--- src/rtl/hub75_pkg.sv ---
// Shared types, widths and drain-FSM encoding for the HUB75 receive path.
package hub75_pkg;

    typedef logic [2:0] color_t;
    typedef logic [5:0] pixel_pair_t;

    typedef enum logic {
        DRAIN_IDLE,
        DRAIN_ACTIVE
    } drain_state_t;

    localparam int unsigned DEFAULT_COLS = 64;
    localparam int unsigned DEFAULT_ROWS = 32;

    function automatic int unsigned row_sel_width(input int unsigned rows);
        return $clog2(rows / 2);
    endfunction

    function automatic int unsigned addr_width(input int unsigned cols, input int unsigned rows);
        return $clog2(cols * rows);
    endfunction

    localparam int unsigned ROW_SEL_W  = row_sel_width(DEFAULT_ROWS);
    localparam int unsigned PIX_ADDR_W = addr_width(DEFAULT_COLS, DEFAULT_ROWS);

endpackage

--- src/rtl/hub75_line_buffer.sv ---
// Two ping-pong row banks of {upper,lower} pixels, each with a {full, row, count}
// descriptor; one write port for shifting, one combinational read port for draining.
module hub75_line_buffer
    import hub75_pkg::*;
#(
    parameter int unsigned COLS  = DEFAULT_COLS,
    parameter int unsigned ROW_W = ROW_SEL_W,
    localparam int unsigned COL_W = $clog2(COLS),
    localparam int unsigned CNT_W = $clog2(COLS + 1)
) (
    input  logic              i_clk,
    input  logic              rst,
    input  logic              wr_en,
    input  logic              wr_bank,
    input  logic [COL_W-1:0]  wr_col,
    input  pixel_pair_t       wr_data,
    input  logic              commit_en,
    input  logic              commit_bank,
    input  logic [ROW_W-1:0]  commit_row,
    input  logic [CNT_W-1:0]  commit_count,
    input  logic              free_en,
    input  logic              free_bank,
    input  logic              rd_bank,
    input  logic [COL_W-1:0]  rd_col,
    output pixel_pair_t       rd_data,
    output logic [ROW_W-1:0]  rd_row,
    output logic [CNT_W-1:0]  rd_count,
    output logic [1:0]        full
);

    pixel_pair_t      mem [2][COLS];
    logic [1:0]       full_q;
    logic [ROW_W-1:0] row_q [2];
    logic [CNT_W-1:0] count_q [2];

    always_ff @(posedge i_clk) begin
        if (wr_en) mem[wr_bank][wr_col] <= wr_data;
    end

    always_ff @(posedge i_clk or posedge rst) begin
        if (rst) begin
            full_q <= '0;
            for (int unsigned b = 0; b < 2; b++) begin
                row_q[b]   <= '0;
                count_q[b] <= '0;
            end
        end else begin
            for (int unsigned b = 0; b < 2; b++) begin
                if (commit_en && commit_bank == 1'(b)) begin
                    full_q[b]  <= 1'b1;
                    row_q[b]   <= commit_row;
                    count_q[b] <= commit_count;
                end else if (free_en && free_bank == 1'(b)) begin
                    full_q[b] <= 1'b0;
                end
            end
        end
    end

    assign rd_data  = mem[rd_bank][rd_col];
    assign rd_row   = row_q[rd_bank];
    assign rd_count = count_q[rd_bank];
    assign full     = full_q;

endmodule

--- src/rtl/hub75_receiver.sv ---
// Samples a HUB75 bus, rebuilds each latched row in a ping-pong line buffer and
// replays it as a one-pixel-per-cycle frame-memory write stream.
module hub75_receiver
    import hub75_pkg::*;
#(
    parameter int unsigned MATRIX_COLS = DEFAULT_COLS,
    parameter int unsigned MATRIX_ROWS = DEFAULT_ROWS,
    parameter int unsigned SYNC_STAGES = 2
) (
    input  logic                                       i_clk,
    input  logic                                       rst,
    input  logic                                       i_hub_clk,
    input  logic                                       i_hub_latch,
    input  logic                                       i_hub_oe,
    input  logic [$clog2(MATRIX_ROWS/2)-1:0]           i_hub_row_sel,
    input  logic [2:0]                                 i_hub_color1,
    input  logic [2:0]                                 i_hub_color2,
    output logic [$clog2(MATRIX_COLS*MATRIX_ROWS)-1:0] o_pixel_addr,
    output logic [2:0]                                 o_pixel_data,
    output logic                                       o_pixel_we,
    output logic                                       o_row_done,
    output logic                                       o_overflow,
    output logic                                       o_framing_err
);

    localparam int unsigned ROW_W  = row_sel_width(MATRIX_ROWS);
    localparam int unsigned PIX_AW = addr_width(MATRIX_COLS, MATRIX_ROWS);
    localparam int unsigned COL_W  = $clog2(MATRIX_COLS);
    localparam int unsigned CNT_W  = $clog2(MATRIX_COLS + 1);
    localparam int unsigned BUS_W  = 3 + ROW_W + 6;
    localparam logic [CNT_W-1:0]  FULL_COUNT   = CNT_W'(MATRIX_COLS);
    localparam logic [PIX_AW-1:0] LOWER_OFFSET = PIX_AW'(MATRIX_COLS * MATRIX_ROWS / 2);

    logic [BUS_W-1:0] sync_q [SYNC_STAGES];
    logic             s_clk, s_latch, s_oe;
    logic [ROW_W-1:0] s_row;
    color_t           s_c1, s_c2;
    logic             prev_clk, prev_latch, shift_rise, latch_rise;

    always_ff @(posedge i_clk or posedge rst) begin
        if (rst) begin
            for (int unsigned i = 0; i < SYNC_STAGES; i++) sync_q[i] <= '0;
            prev_clk   <= 1'b0;
            prev_latch <= 1'b0;
        end else begin
            sync_q[0] <= {i_hub_clk, i_hub_latch, i_hub_oe, i_hub_row_sel, i_hub_color1, i_hub_color2};
            for (int unsigned i = 1; i < SYNC_STAGES; i++) sync_q[i] <= sync_q[i-1];
            prev_clk   <= s_clk;
            prev_latch <= s_latch;
        end
    end

    assign {s_clk, s_latch, s_oe, s_row, s_c1, s_c2} = sync_q[SYNC_STAGES-1];
    assign shift_rise = s_clk & ~prev_clk;
    assign latch_rise = s_latch & ~prev_latch;

    logic             fill_bank, fill_blocked, fill_busy;
    logic             shift_take, shift_store, commit_en, framing_hit;
    logic [CNT_W-1:0] col_cnt, count_at_latch;
    logic             overflow_q, framing_q;

    drain_state_t     state_q, state_d;
    logic             drain_bank, d_lower, last_write, start_now, skip_empty, lb_free;
    logic [COL_W-1:0] d_col;
    logic [PIX_AW-1:0] upper_addr;

    pixel_pair_t      lb_rd_data;
    logic [ROW_W-1:0] lb_rd_row;
    logic [CNT_W-1:0] lb_rd_count;
    logic [1:0]       lb_full;

    // A bank being freed this very cycle may be refilled; the drain has already read it.
    assign fill_busy      = lb_full[fill_bank] && !(lb_free && drain_bank == fill_bank);
    assign shift_take     = shift_rise && (col_cnt < FULL_COUNT);
    assign shift_store    = shift_take && !fill_busy;
    assign count_at_latch = shift_take ? col_cnt + CNT_W'(1) : col_cnt;
    assign commit_en      = latch_rise && !fill_busy && !fill_blocked;
    assign framing_hit    = latch_rise && ((count_at_latch != FULL_COUNT) || !s_oe);

    always_ff @(posedge i_clk or posedge rst) begin
        if (rst) begin
            col_cnt      <= '0;
            fill_bank    <= 1'b0;
            fill_blocked <= 1'b0;
            overflow_q   <= 1'b0;
            framing_q    <= 1'b0;
        end else begin
            if (latch_rise) begin
                col_cnt      <= '0;
                fill_blocked <= 1'b0;
            end else if (shift_take) begin
                col_cnt <= col_cnt + CNT_W'(1);
                if (fill_busy) fill_blocked <= 1'b1;
            end
            if (commit_en) fill_bank <= ~fill_bank;
            if (latch_rise && !commit_en) overflow_q <= 1'b1;
            if (framing_hit) framing_q <= 1'b1;
        end
    end

    assign o_overflow    = overflow_q;
    assign o_framing_err = framing_q;

    hub75_line_buffer #(
        .COLS  (MATRIX_COLS),
        .ROW_W (ROW_W)
    ) u_line_buffer (
        .i_clk        (i_clk),
        .rst          (rst),
        .wr_en        (shift_store),
        .wr_bank      (fill_bank),
        .wr_col       (col_cnt[COL_W-1:0]),
        .wr_data      ({s_c1, s_c2}),
        .commit_en    (commit_en),
        .commit_bank  (fill_bank),
        .commit_row   (s_row),
        .commit_count (count_at_latch),
        .free_en      (lb_free),
        .free_bank    (drain_bank),
        .rd_bank      (drain_bank),
        .rd_col       (d_col),
        .rd_data      (lb_rd_data),
        .rd_row       (lb_rd_row),
        .rd_count     (lb_rd_count),
        .full         (lb_full)
    );

    // Drain may start straight off a commit into the bank it is pointing at.
    assign start_now  = (lb_full[drain_bank] && lb_rd_count != '0)
                     || (commit_en && fill_bank == drain_bank && count_at_latch != '0);
    assign skip_empty = (state_q == DRAIN_IDLE) && lb_full[drain_bank] && lb_rd_count == '0;
    assign last_write = (state_q == DRAIN_ACTIVE) && d_lower
                     && (CNT_W'(d_col) + CNT_W'(1) == lb_rd_count);
    assign upper_addr = PIX_AW'(d_col) + PIX_AW'(MATRIX_COLS) * PIX_AW'(lb_rd_row);

    always_ff @(posedge i_clk or posedge rst) begin
        if (rst) begin
            state_q    <= DRAIN_IDLE;
            drain_bank <= 1'b0;
            d_col      <= '0;
            d_lower    <= 1'b0;
        end else begin
            state_q <= state_d;
            if (lb_free) drain_bank <= ~drain_bank;
            if (state_q == DRAIN_ACTIVE && !last_write) begin
                d_lower <= ~d_lower;
                if (d_lower) d_col <= d_col + COL_W'(1);
            end else begin
                d_col   <= '0;
                d_lower <= 1'b0;
            end
        end
    end

    always_comb begin
        state_d = state_q;
        case (state_q)
            DRAIN_IDLE:   if (start_now) state_d = DRAIN_ACTIVE;
            DRAIN_ACTIVE: if (last_write) state_d = DRAIN_IDLE;
            default:      state_d = DRAIN_IDLE;
        endcase
    end

    always_comb begin
        o_pixel_we   = 1'b0;
        o_row_done   = 1'b0;
        o_pixel_addr = '0;
        o_pixel_data = '0;
        lb_free      = skip_empty;
        if (state_q == DRAIN_ACTIVE) begin
            o_pixel_we   = 1'b1;
            o_row_done   = last_write;
            lb_free      = last_write;
            o_pixel_addr = d_lower ? upper_addr + LOWER_OFFSET : upper_addr;
            o_pixel_data = d_lower ? lb_rd_data[2:0] : lb_rd_data[5:3];
        end
    end

endmodule

--- config.mk ---
export PLATFORM = sky130hd
export DESIGN_NAME = hub75_receiver
export DESIGN_NICKNAME = d
export VERILOG_FILES = /design/src/rtl/hub75_pkg.sv /design/src/rtl/hub75_line_buffer.sv /design/src/rtl/hub75_receiver.sv
export SDC_FILE = /design/constraint.sdc
export NUM_CORES = 1
export LEC_CHECK = 0
export ABC_CLOCK_PERIOD_IN_PS = 5360
export BUFFER_PORTS_ARGS = -buffer_cell sky130_fd_sc_hd__buf_2
export CORE_AREA = 2 2 233 235
export CTS_CLUSTER_SIZE = 24
export DETAILED_ROUTE_END_ITERATION = 7
export DIE_AREA = 0 0 235 237
export PLACE_DENSITY = 0.84
export SLEW_MARGIN = 5
export SYNTH_ARGS = -nofsm -noshare
export SYNTH_HDL_FRONTEND = slang
export SYNTH_HIERARCHICAL = 1
export SYNTH_SLANG_ARGS = --single-unit
export TNS_END_PERCENT = 50
--- constraint.sdc ---
create_clock -name i_clk -period 5.36 [get_ports i_clk]
set_clock_uncertainty 0.05 [all_clocks]
set_input_delay 0.804 -clock i_clk [delete_from_list [all_inputs] [get_ports i_clk]]
set_output_delay 0.804 -clock i_clk [all_outputs]
set_load 0.02 [all_outputs]
## After elaboration in Yosys (flattened, before gate mapping)

Memory sizes are Yosys's and may differ from the RTL's.
Cells that the tools add are included.
W data, S select, Z words.

- Flip-flop bits (word level): 72
- Bits in writable memories: 768
- Input bits: 15
- Output and inout bits: 18
- Word-level logic and storage cells: 124
- Memories: 1

- Add/sub/neg operators: 5
- Magnitude comparators: 7
- Eq/ne operators: 5
- Multiplexer cells: 39
- Bitwise operators: 11
- Reductions and logical operators: 37

Memory list:

| memory | depth | bits a word | rd ports | clocked after Yosys merged registers in | wr ports | line | text |
|---|---|---|---|---|---|---|---|
| u_line_buffer.mem | 2 | 384 | 1 | 0 | 1 | hub75_line_buffer.sv:31 | `pixel_pair_t mem [2][COLS];` |

Operator list:

| operator | number |
|---|---|
| $mux W384 | 1 |
| $bmux W6 S6 | 1 |
| $demux W6 S6 | 1 |
| $mux W7 | 5 |
| $mux W6 | 5 |
| $mux W11 | 2 |
| $logic_and A1 B1 Y1 | 21 |
| $mux W1 | 18 |
| $ge A7 B7 Y1 const B | 2 |
| $not A6 Y7 | 2 |
| $reduce_bool A7 Y1 | 2 |
| $mux W4 | 3 |
| $add A11 B11 Y11 const B | 1 |
| $add A6 B10 Y11 | 1 |
| $reduce_bool A2 Y1 | 4 |
| $add A6 B1 Y7 const B | 1 |
| $add A7 B1 Y7 const B | 1 |
| $eq A7 B7 Y1 | 1 |
| $logic_not A7 Y1 | 1 |
| $lt A7 B1 Y1 const B | 1 |
| $lt A7 B7 Y1 const B | 1 |
| $ne A7 B7 Y1 const B | 1 |
| $add A6 B1 Y6 const B | 1 |
| $logic_not A1 Y1 | 6 |
| 11 further kinds | 21 |

## Longest topological paths before layout

- Depth in word-level cells: 18
- Gate-level depth with buffers: 17
- Depth with buffers taken out: 11

## Hierarchy

The synthesis kept the hierarchy.

Modules (own cells, without submodules):

| module | instances | cells each | area an instance (um^2) | sequential area each (um^2) |
|---|---|---|---|---|
| hub75_line_buffer | 1 | 1350 | 30914.6 | 23662.7 |
| hub75_receiver | 1 | 193 | 2162.1 | 1201.2 |

## Least setup slack after synthesis

OpenSTA, ideal clock, no wires.

- Path kind: flip-flop to flip-flop
- From: register drain_bank
- To: memory u_line_buffer/mem[1][78] (netlist name) (enable)
- Setup time: 0.350 ns
- Arrival time: 4.282 ns
- Data required time: 4.960 ns
- Slack: 0.678 ns
- Cell stages (with the launch flop): 18
- Buffers on the path: 7
- Clock period less this slack: 4.682 ns
- Cells stage by stage: dfrtp_1 -> clkbuf_1 -> buf_6 -> buf_2 -> clkbuf_1 -> mux2_2 -> nand4b_1 -> nand2b_1 -> a211o_2 -> a21oi_2 -> buf_4 -> o21ai_0 -> a21boi_1 -> inv_1 -> or2_2 -> clkbuf_1 -> clkbuf_1 -> nor2_1

- Word-level cells in the longest chain between the ends: 14
- Elaborated cells between the ends (all ways): 20
- Classes of those cells: eq/ne (2); mux (8); bitwise (1); reduce/logical (9)

RTL lines:

| what | line | text |
|---|---|---|
| start: declaration | hub75_receiver.sv:63 | `logic drain_bank, d_lower, last_write, start_now, skip_empty, lb_free;` |
| start signal: assignment | hub75_receiver.sv:144 | `if (lb_free) drain_bank <= ~drain_bank;` |
| $not A1 Y2 (not written as such) (*) | hub75_line_buffer.sv:62 | `assign rd_count = count_q[rd_bank];` |
| $mux W7 (not written as such) (*) (3 in a row) | hub75_line_buffer.sv:62 |  |
| named net lb_rd_count[4] | hub75_receiver.sv:69 | `logic [CNT_W-1:0] lb_rd_count;` |
| $eq A7 B7 Y1 or $logic_not A7 Y1 (tied branches) | hub75_receiver.sv:133, hub75_receiver.sv:131 |  |
| $logic_and A1 B1 Y1 (on tied branches) | hub75_receiver.sv:133, hub75_receiver.sv:131 |  |
| $mux W1 (*) | hub75_receiver.sv:170 | `if (state_q == DRAIN_ACTIVE) begin` |
| $logic_and A1 B1 Y1 (*) | hub75_receiver.sv:73 | `assign fill_busy = lb_full[fill_bank] && !(lb_free && drain_bank == fill_bank);` |
| $logic_not A1 Y1 (*) | hub75_receiver.sv:73 |  |
| $logic_and A1 B1 Y1 (*) | hub75_receiver.sv:73 |  |
| $logic_not A1 Y1 (*) | hub75_receiver.sv:75 | `assign shift_store = shift_take && !fill_busy;` |
| $logic_and A1 B1 Y1 (*) | hub75_receiver.sv:75 |  |
| named net shift_store | hub75_receiver.sv:58 | `logic shift_take, shift_store, commit_en, framing_hit;` |
| $mux W1 (*) | hub75_line_buffer.sv:37 | `if (wr_en) mem[wr_bank][wr_col] <= wr_data;` |
| $mux W384 (not written as such) (*) | hub75_line_buffer.sv:37 |  |
| end: declaration | hub75_line_buffer.sv:31 |  |

The timed path passes the listed nets; every way through them passes the cells marked *. The select of a mux whose other input is x is not followed.

## Worst setup path in the final report

- From: register drain_bank
- To: output port o_pixel_data[2]

- Word-level cells in the longest chain between the ends: 6

RTL lines:

| what | line | text |
|---|---|---|
| $mem_v2 Z2 W384 | -- |  |
| $bmux W6 S6 | hub75_line_buffer.sv:60 | `assign rd_data = mem[rd_bank][rd_col];` |
| $mux W6 (not written as such) (2 in a row) | hub75_line_buffer.sv:60 |  |
| named net lb_rd_data[5] | hub75_receiver.sv:67 | `pixel_pair_t lb_rd_data;` |
| $mux W3 | hub75_receiver.sv:175 | `o_pixel_data = d_lower ? lb_rd_data[2:0] : lb_rd_data[5:3];` |
| $mux W3 | hub75_receiver.sv:170 |  |
| end: declaration | hub75_receiver.sv:19 | `output logic [2:0] o_pixel_data,` |

The timed path passes the listed nets, and every way through them passes these cells. The select of a mux whose other input is x is not followed.

==> impl_results.md <==
- Clock Root Buffer: clkbuf_16
- Core Box Area: roughly 53000 µm²
- Final cycle utilization of the critical path: 0.979
- Clock share of power: 0.325
- Fmax: 191 MHz
- I/O pins: 33
- Hold Crit Endpoint: sync_q[19]$_DFF_PP0_
- Req. time, crit path: roughly 4.5 ns
- Initial DRC count: 2177
- RSZ-0062 raised after global routing: false
- Minimum clock period: 5.25 ns
- Die Y-Extent: 237 µm
- Crit-path leading delay family: multiplexers
- Pwr Density: 470 nW/µm²
- Share of the synthesized area in the top cell type: 0.697
- #FFs+latches synth: 840
- Post-synth top flop: edfxtp_1
- Crit path capture type: primary output
- Critical path arrival: 4.39 ns
- Max-cap violations: 0
- Hold Crit Depth: 1
- Worst Max-Slew Pin Slew: 1.01 ns
- Gr usage total: 0.274
- Total negative setup slack: 0 ns
- Worst-path cell chain: buf_12, buf_12, mux4_2, mux4_2, mux4_2, mux2_2, mux2i_1, nor2b_1, buf_2
- Post-synth EDFFs: 768
- Fraction of layout cells with a size suffix above 1: 0.303
- CTS tree: yes
- Max clock buf depth: 3
- Yosys top cell by area: edfxtp_1
- Final hold vios: 0
- Worst-Skew Late Latency: 0.62 ns
- Final ANT Viol Nets: 0
- Hold Startpoint: i_hub_row_sel[0]
- Gr ovfl total: 0
- HP Class: in2reg
- DPL Wire Length: 44200 µm
- Status: completed
- Setup CP Type: reg2out
- GPL Wtd Cong: 0.809
- Ys async rst share: 0.0857
- Commonest non-fill, non-tap cell in the layout: edfxtp_1
- CTS Hold Buffers Added: 0
- Syn Area/Cell: approximately 21 µm²
- Largest net degree at the start of global routing: 97
- CP Launch Type: flip-flop
- Initial antenna violation count: 1
- Wire per inst: 31.5 µm
- Cell repeated most along the worst path: mux4_2
- Num CTS Buffers: about 80
- Yosys cell types: 55
- Register area share after synthesis: 0.752
- Setup-failing EPs final: 0
- Reg2Reg Setup Slack: roughly 0.42 ns
- Vias in the first global route: between 15k and 20k
- Reg2reg start: d_col[1]$_DFFE_PP0N_
- Die Wd: 235 µm
- Residual DRC: 0
- Top cells by area, synth: edfxtp_1 70%, mux4_2 17%, dfrtp_1 5.4%, nor2_1 1.6%, mux2_2 1.4%
- Yosys warnings: 6
- Pleak: around 12 nW
- Internal power: 12.6 mW
- 1st-pass router iterations: 6
- Mapped Cells: 1543
- Total wire length: 74800 µm
- Clock-pin slew on the worst setup and hold paths: 0.06 ns
- Sw power: 4.69 mW
- H-tree depth: 3
- Port Buf Inserts: 32
- Starting Density: 0.621
- Full die area: 55700 µm²
- Clk sinks: 840
- Detailed-route via count: 16.3k
- Vias/cell: about 6.9
- Maximum fanout along the worst path: 20
- Row count: 85
- Slowest stage delay, CP: 0.65 ns
- Worst path slowest cell: dfrtp_4
- Post-Syn Area: 33100 µm²
- Worst Path Buf+Inv: 3
- Sw frac: 0.272
- Layout Nets: 1626
- Comb power frac: 0.238
- Seq pwr share: 0.437
- Worst reg-to-reg path cell count: 11
- Rel. slew slack: 0.325
- Overall Power: 17.3 mW
- Layout area overhead: 11.2%
- Final-report max-slew violation count: 0
- Worst VDD drop: 0.296 mV
- RR Endpoint: u_line_buffer/mem[0][170]$_DFFE_PP_
- First-pass GRT wire length: ~110000 µm
- Most frequent cells in the layout: 768 x edfxtp_1, 252 x mux4_2, 143 x nor2_1, 86 x clkbuf_16, 62 x dfrtp_1
- Syn nets: around 1.6k
-- per-stage QoR --
stage,area [µm²],cells,setup WS (ns),hold WS [ns],utilization
after global routing,36800,2371,0.0622,0.216,0.690
after CTS,36800,2370,0.0254,0.202,0.690
after floorplan,33100,1543,0.678,0.281,-
after global placement,34100,2220,0.592,0.282,0.641
final,36800,2372,0.112,0.235,0.690
after detailed placement,34100,2220,0.620,0.287,0.641
-- cell usage after synthesis (4+ instances only) --
cell type	n
mux2_2	40
edfxtp_1	768
xor2_1	5
nor2_1	143
a21oi_1	6
clkbuf_1	42
buf_4	11
nor2b_1	13
mux4_2	252
mux2i_1	6
xnor2_1	10
inv_1	13
nor3_1	4
nand3_1	18
and2_1	20
dfrtp_1	72
nand4_1	5
nand2_1	28
and3_1	4
buf_2	10
or2_2	7
buf_1	18
-- power groups by stage --
stage	Combinational (mW)	Clock, mW	Sequential, mW
6_report	4.11	5.62	7.55
3_5_place_dp	3.98	0	7.69
2_1_floorplan	2.93	0	7.53
4_1_cts	4.08	5.69	7.56
3_3_place_gp	3.92	0	7.67
5_1_grt	4.27	5.93	7.57
-- worst max path at each step --
stage | start | end | cells past startpoint
2_1_floorplan | drain_bank$_DFFE_PP0P_ | u_line_buffer/mem[1][78]$_DFFE_PP_ | 17
3_3_place_gp | drain_bank$_DFFE_PP0P_ | o_pixel_data[0] | 9
3_5_place_dp | drain_bank$_DFFE_PP0P_ | o_pixel_data[1] | 9
4_1_cts | drain_bank$_DFFE_PP0P_ | o_pixel_data[2] | 9
5_1_grt | drain_bank$_DFFE_PP0P_ | o_pixel_data[2] | 9
6_report | drain_bank$_DFFE_PP0P_ | o_pixel_data[2] | 9
-- cells by family (layout without fill, tap and decap cells) --
logic type	Yosys count	after routing	share of synthesized area
compound gates	31	31	0.00685
xor+xnor	15	15	0.00397
fa+ha+maj	2	2	0.000756
buf+inv	96	228	0.0128
flops	840	840	0.752
mux	298	298	0.187
other cells	0	1	0
simple gates	261	261	0.0369
-- metal layers --
metal  global-route usage  vias up  routed length, µm
li1                     -     6470                  -
met1                0.369     8551              26600
met2                0.447     1081              37900
met3               0.0595      205               7290
met4                0.107        2               3060
met5                    0        -                 16
-- what timing repair did --
action,CTS,global route
pin swaps,0,0
gates resized for setup,2,0
buffers inserted,0,1
endpoints found under the setup margin,2,3
-- sequential cells by signal (all words and copies together), names as in the netlist, 2 cells and up --
signal and count:
u_line_buffer/count_q 14, s_c2 3, col_cnt 7, sync_q 13, u_line_buffer/full 2, s_c1 3
u_line_buffer/row_q 8, d_col 6, u_line_buffer/mem 768, s_row 4
-- final cells by class --
cell class                 count  area [µm²]
antenna                        1        2.50
clock buffer                 104        2270
clock inverter                46         352
fill                        2916       16500
inverter                      13        48.8
multi-input combinational    607        7800
sequential                   840       24900
tap                          696         871
timing repair buffer          65         541
No activity file was read; power rests on OpenSTA's default activity.
